### src/rtl/relu_pack_pkg.sv
// Shared types and constants for the relu_pack stage.
package relu_pack_pkg;

    typedef enum logic [1:0] {
        IDLE = 2'd0,
        SCAN = 2'd1,
        HOLD = 2'd2
    } state_t;

    localparam int LANES = 4;
    localparam int SEL_W = 2;
    localparam int ZC_W  = 3;

endpackage

### src/rtl/relu_pack_relu_unit.sv
// Combinational ReLU on one signed lane, plus a flag for a zero result.
module relu_unit #(
    parameter int Pa = 8
) (
    input  logic [Pa-1:0] din,
    output logic [Pa-1:0] dout,
    output logic          is_zero
);

    // Negative lanes clamp to zero; non-negative lanes pass unchanged.
    always_comb begin
        dout    = din;
        is_zero = 1'b0;
        if (din[Pa-1]) begin
            dout = {Pa{1'b0}};
        end else begin
            dout = din;
        end
        is_zero = (dout == {Pa{1'b0}});
    end

endmodule

### src/rtl/relu_pack.sv
// Sweeps the upstream mux select, rectifies each lane and presents the packed
// word with a zero-lane count on a valid/ready output.
module relu_pack
    import relu_pack_pkg::*;
#(
    parameter int Pa = 8
) (
    input  logic              clk,
    input  logic              rst,
    input  logic              start,
    output logic              busy,
    output logic [SEL_W-1:0]  sel,
    input  logic [Pa-1:0]     in_mux,
    output logic [4*Pa-1:0]   out_data,
    output logic              out_valid,
    input  logic              out_ready,
    output logic [ZC_W-1:0]   zero_cnt
);

    state_t                       state_r;
    state_t                       state_s;
    logic [SEL_W-1:0]             cnt_r;
    logic [SEL_W-1:0]             cnt_s;
    logic                         capture_s;
    logic                         final_s;
    logic [LANES-2:0][Pa-1:0]     lane_r;
    logic [ZC_W-1:0]              acc_r;
    logic [4*Pa-1:0]              out_data_r;
    logic [ZC_W-1:0]              zero_cnt_r;
    logic                         out_valid_r;
    logic                         busy_r;
    logic [Pa-1:0]                relu_s;
    logic                         is_zero_s;

    relu_unit #(.Pa(Pa)) u_relu (
        .din     (in_mux),
        .dout    (relu_s),
        .is_zero (is_zero_s)
    );

    // Next-state and lane-counter logic; counter rests at 0 outside SCAN so it doubles as sel.
    always_comb begin
        state_s   = state_r;
        cnt_s     = cnt_r;
        capture_s = 1'b0;
        final_s   = 1'b0;
        case (state_r)
            IDLE: begin
                cnt_s = {SEL_W{1'b0}};
                if (start) begin
                    state_s = SCAN;
                end else begin
                    state_s = IDLE;
                end
            end
            SCAN: begin
                capture_s = 1'b1;
                if (cnt_r == 2'd3) begin
                    state_s = HOLD;
                    final_s = 1'b1;
                    cnt_s   = {SEL_W{1'b0}};
                end else begin
                    state_s = SCAN;
                    cnt_s   = cnt_r + 2'd1;
                end
            end
            HOLD: begin
                cnt_s = {SEL_W{1'b0}};
                if (out_ready && start) begin
                    state_s = SCAN;
                end else if (out_ready) begin
                    state_s = IDLE;
                end else begin
                    state_s = HOLD;
                end
            end
            default: begin
                state_s = IDLE;
                cnt_s   = {SEL_W{1'b0}};
            end
        endcase
    end

    // State, control outputs and lane capture; the output word only changes on the last lane.
    always_ff @(posedge clk or posedge rst) begin
        if (rst) begin
            state_r     <= IDLE;
            cnt_r       <= {SEL_W{1'b0}};
            busy_r      <= 1'b0;
            out_valid_r <= 1'b0;
            lane_r      <= '0;
            acc_r       <= {ZC_W{1'b0}};
            out_data_r  <= {(4*Pa){1'b0}};
            zero_cnt_r  <= {ZC_W{1'b0}};
        end else begin
            state_r     <= state_s;
            cnt_r       <= cnt_s;
            busy_r      <= (state_s != IDLE);
            out_valid_r <= (state_s == HOLD);
            if (final_s) begin
                out_data_r <= {relu_s, lane_r};
                zero_cnt_r <= acc_r + {{(ZC_W-1){1'b0}}, is_zero_s};
                acc_r      <= {ZC_W{1'b0}};
            end else if (capture_s) begin
                lane_r[cnt_r] <= relu_s;
                acc_r         <= acc_r + {{(ZC_W-1){1'b0}}, is_zero_s};
            end else begin
                acc_r <= {ZC_W{1'b0}};
            end
        end
    end

    assign sel       = cnt_r;
    assign busy      = busy_r;
    assign out_valid = out_valid_r;
    assign out_data  = out_data_r;
    assign zero_cnt  = zero_cnt_r;

endmodule
### config.mk
export PLATFORM = sky130hd
export DESIGN_NAME = relu_pack
export DESIGN_NICKNAME = d
export VERILOG_FILES = /design/src/rtl/relu_pack_pkg.sv /design/src/rtl/relu_pack_relu_unit.sv /design/src/rtl/relu_pack.sv
export SDC_FILE = /design/constraint.sdc
export NUM_CORES = 1
export LEC_CHECK = 0
export ABC_AREA = 1
export BUFFER_PORTS_ARGS = -buffer_cell sky130_fd_sc_hd__buf_4
export CAP_MARGIN = 20
export CORE_MARGIN = 3
export CORE_UTILIZATION = 58
export DETAILED_ROUTE_END_ITERATION = 6
export GPL_ROUTABILITY_DRIVEN = 0
export MAX_ROUTING_LAYER = met4
export PLACE_DENSITY = 0.91
export SETUP_SLACK_MARGIN = 0.4
export SLEW_MARGIN = 20
export SYNTH_ARGS = -nofsm -noshare
export SYNTH_HDL_FRONTEND = slang
export SYNTH_SLANG_ARGS = --single-unit
### constraint.sdc
create_clock -name clk -period 3.6 [get_ports clk]
set_clock_uncertainty 0.1 [all_clocks]
set_input_delay 0.72 -clock clk [delete_from_list [all_inputs] [get_ports clk]]
set_output_delay 0.72 -clock clk [all_outputs]
set_load 0.1 [all_outputs]
==> impl_metrics.csv <==
group,metric,value,unit
timing,hold_viol_final,0,
worst_setup_path,cp_top_family,"simple AND/OR/NAND/NOR gates",
timing,rsz0062_at_grt,"no",
worst_setup_path,r2r_start,"sel[0]",
synthesis,synth_common_cells,"nand2_1, dfrtp_1, nor2_1, inv_1, buf_4",
grt,grt_overflow,0,
synthesis,ys_warn_count,0,
detailed_routing,drc_errors,0,
detailed_routing,ant_nets,0,
worst_setup_path,path_common_cell,"nand2_1",
detailed_routing,drtIter0Drc,153,
synthesis,synth_top_family_by_area,"simple AND/OR/NAND/NOR gates",
timing,setup_violations,0,
outcome,outcome,"finished clean",
worst_setup_path,critical_path_class,"flip-flop to flip-flop",
cts,clk_path_buf_depth,2,
cts,cts_root_buf,"clkbuf_8",
die,dieArea,0.00519,mm²
detailed_routing,highest_layer,"met4",
die,ioPinCount,51,
timing,drv_slew,0,
placed_design,dp_worst_setup_slack,1.36,ns
worst_setup_path,path_buf_inv,1,
detailed_routing,wl_per_cell,13.5,µm
cts,insertion_delay,0.34,ns
synthesis,synthArstFlopShare,1.00,
synthesis,avgSynthCellArea,8.70,µm²
timing,finalSetupTns,0,ns
placed_design,io_buffers,46,
detailed_routing,vias_per_cell,4.91,
cts,htreeDepth,3,
die,rows,23,
worst_setup_path,cp.arrival,2.10,ns
synthesis,synth_fa_ha_area_frac,0.0296,
synthesis,yosysSeqAreaShare,0.603,
synthesis,yosysTopAreaCellShare,0.603,
timing,fin_crit_sh,0.548,
detailed_routing,dr.pass1.iters,4,
timing,timing.final.ws_setup,1.63,ns
worst_setup_path,startpoint,"sel[0]",
synthesis,synthesis.area,0.00253,mm²
synthesis,syn_inst,291,
die,fp.dieH,72.1,µm
grt,grt_max_degree,51,
synthesis,yosysTopAreaCell,"dfrtp_1",
placed_design,dp_hpwl,3720,µm
worst_setup_path,worstPathCellList,"ha_1, nand2_1, inv_2, nand2_1, nand2_1",
synthesis,post-synth-top-count-cell,"nand2_1",
worst_setup_path,worst_setup_path_end_kind,"flip-flop",
synthesis,yosys.area_share.simple,0.285,
synthesis,synth_xor_area_frac,0.00346,
finish,drive_above_1_share,0.204,
worst_setup_path,max_stage_delay,0.46,ns
detailed_routing,wl_met3,284,µm
detailed_routing,vias,1955,
synthesis,synth-compound-area-share,0.0109,
detailed_routing,met2_length,2560,µm
grt,grt_pass1_wl,9090,µm
timing,worst_pin_slew,0.604,ns
worst_setup_path,worst_setup_path_start_kind,"flip-flop",
worst_setup_path,cp_data_required_time,3.72,ns
finish,area_delta_synth_final,21.6,%
synthesis,synth.area.top_cells,"dfrtp_1, nand2_1, nor2_1",
grt,grt_pass1_vias,1968,
min_path,hold_path.class,"primary input to async pin",
synthesis,synth_edf_count,0,
cts,cts_resized,0,
synthesis,ys_ff_latch,61,
die,start_util,0.615,
finish,fin_nets,361,
flow_run,cap_viol_max_count,0,
grt,grt_use_total,0.242,
die,core_area,0.00412,mm²
timing,slew_headroom,0.597,
cts,cts_buffers,9,
detailed_routing,met1Wirelength,2350,µm
die,die_w,72.1,µm
timing,fmax,507,MHz
cts,clk_pin_slew,0.07,ns
timing,period_minus_slack,1.97,ns
synthesis,yosysUniqueCellTypes,17,
synthesis,synthMuxAreaShare,0,
finish,antenna_cells,0,
worst_setup_path,path_max_fanout,27,
grt,antenna_found_initial,0,
worst_setup_path,slowest_stage,"nand2_1",
cts,clock_sinks,61,
cts,cts_tree,"yes",
detailed_routing,finalWirelength,5390,µm
cts,cts.hold.buffers_added,0,
synthesis,synthFlopType,"dfrtp_1",
cts,cts_setup_buffers,0,
## stage by stage
step	util	area [µm²]	hold WS (ns)	std cells
6_report	0.748	3080	0.197	398
5_1_grt	0.748	3080	0.209	398
4_1_cts	0.748	3080	0.199	398
3_5_place_dp	0.700	2880	0.354	382
3_3_place_gp	0.700	2880	0.358	382
2_1_floorplan	-	2540	0.342	294
## layout by cell type, fill, tap and decap left out
cell	instances
nor2_1	21
clkinvlp_4	1
inv_2	3
buf_4	48
and3_1	1
nand3_1	3
nand3b_1	1
o21ai_0	2
inv_6	1
clkbuf_8	10
xnor2_1	1
inv_1	19
nor2_4	1
clkinv_2	3
o21ai_2	2
conb_1	4
ha_1	6
nand2_1	158
nand3_2	1
dfrtp_1	61
bufinv_16	1
## state kept, by name, summed over array words and instances, names as in the netlist
| name | flops |
|---|---|
| lane_r | 21 |
| state_r | 2 |
| out_valid | 1 |
| sel | 2 |
| busy | 1 |
| acc_r | 3 |
| zero_cnt | 3 |
| out_data | 28 |
## layer usage
layer / up-vias / track usage
met2: 66 / 0.370
met5: - / -
met4: 0 / 0.150
li1: 960 / -
met3: 20 / 0.0568
met1: 909 / 0.289
## area by class of cell
type | count | area (µm²)
Inverter | 22 | 82.6
Timing Repair Buffer | 48 | 360
Sequential cell | 61 | 1530
Multi-Input combinational cell | 201 | 848
Clock inverter | 6 | 61.3
Tap cell | 50 | 62.6
Clock buffer | 10 | 138
Fill cell | 305 | 1040
## worst paths after layout
check | to | slack (ns) | cells after the start
max in group asynchronous | lane_r[20] | 2.33 | 3
setup reg to reg | out_data[24] | 1.63 | 5
min in group clk | out_data[13] | 0.37 | 2
hold reg to reg | out_data[13] | 0.37 | 2
setup / recovery | out_data[24] | 1.63 | 5
hold / removal | out_data[4] | 0.20 | 2
## logic make-up after synthesis
kind of cell    after synthesis
fa+ha+maj                     6
simple gates                186
xor+xnor                      1
other cells                   1
buf+inv                      32
flops                        61
compound gates                4
Power is left out: the tool's default activity adds up to more than one toggle a clock period on the data nets, which glitch-free logic cannot reach.
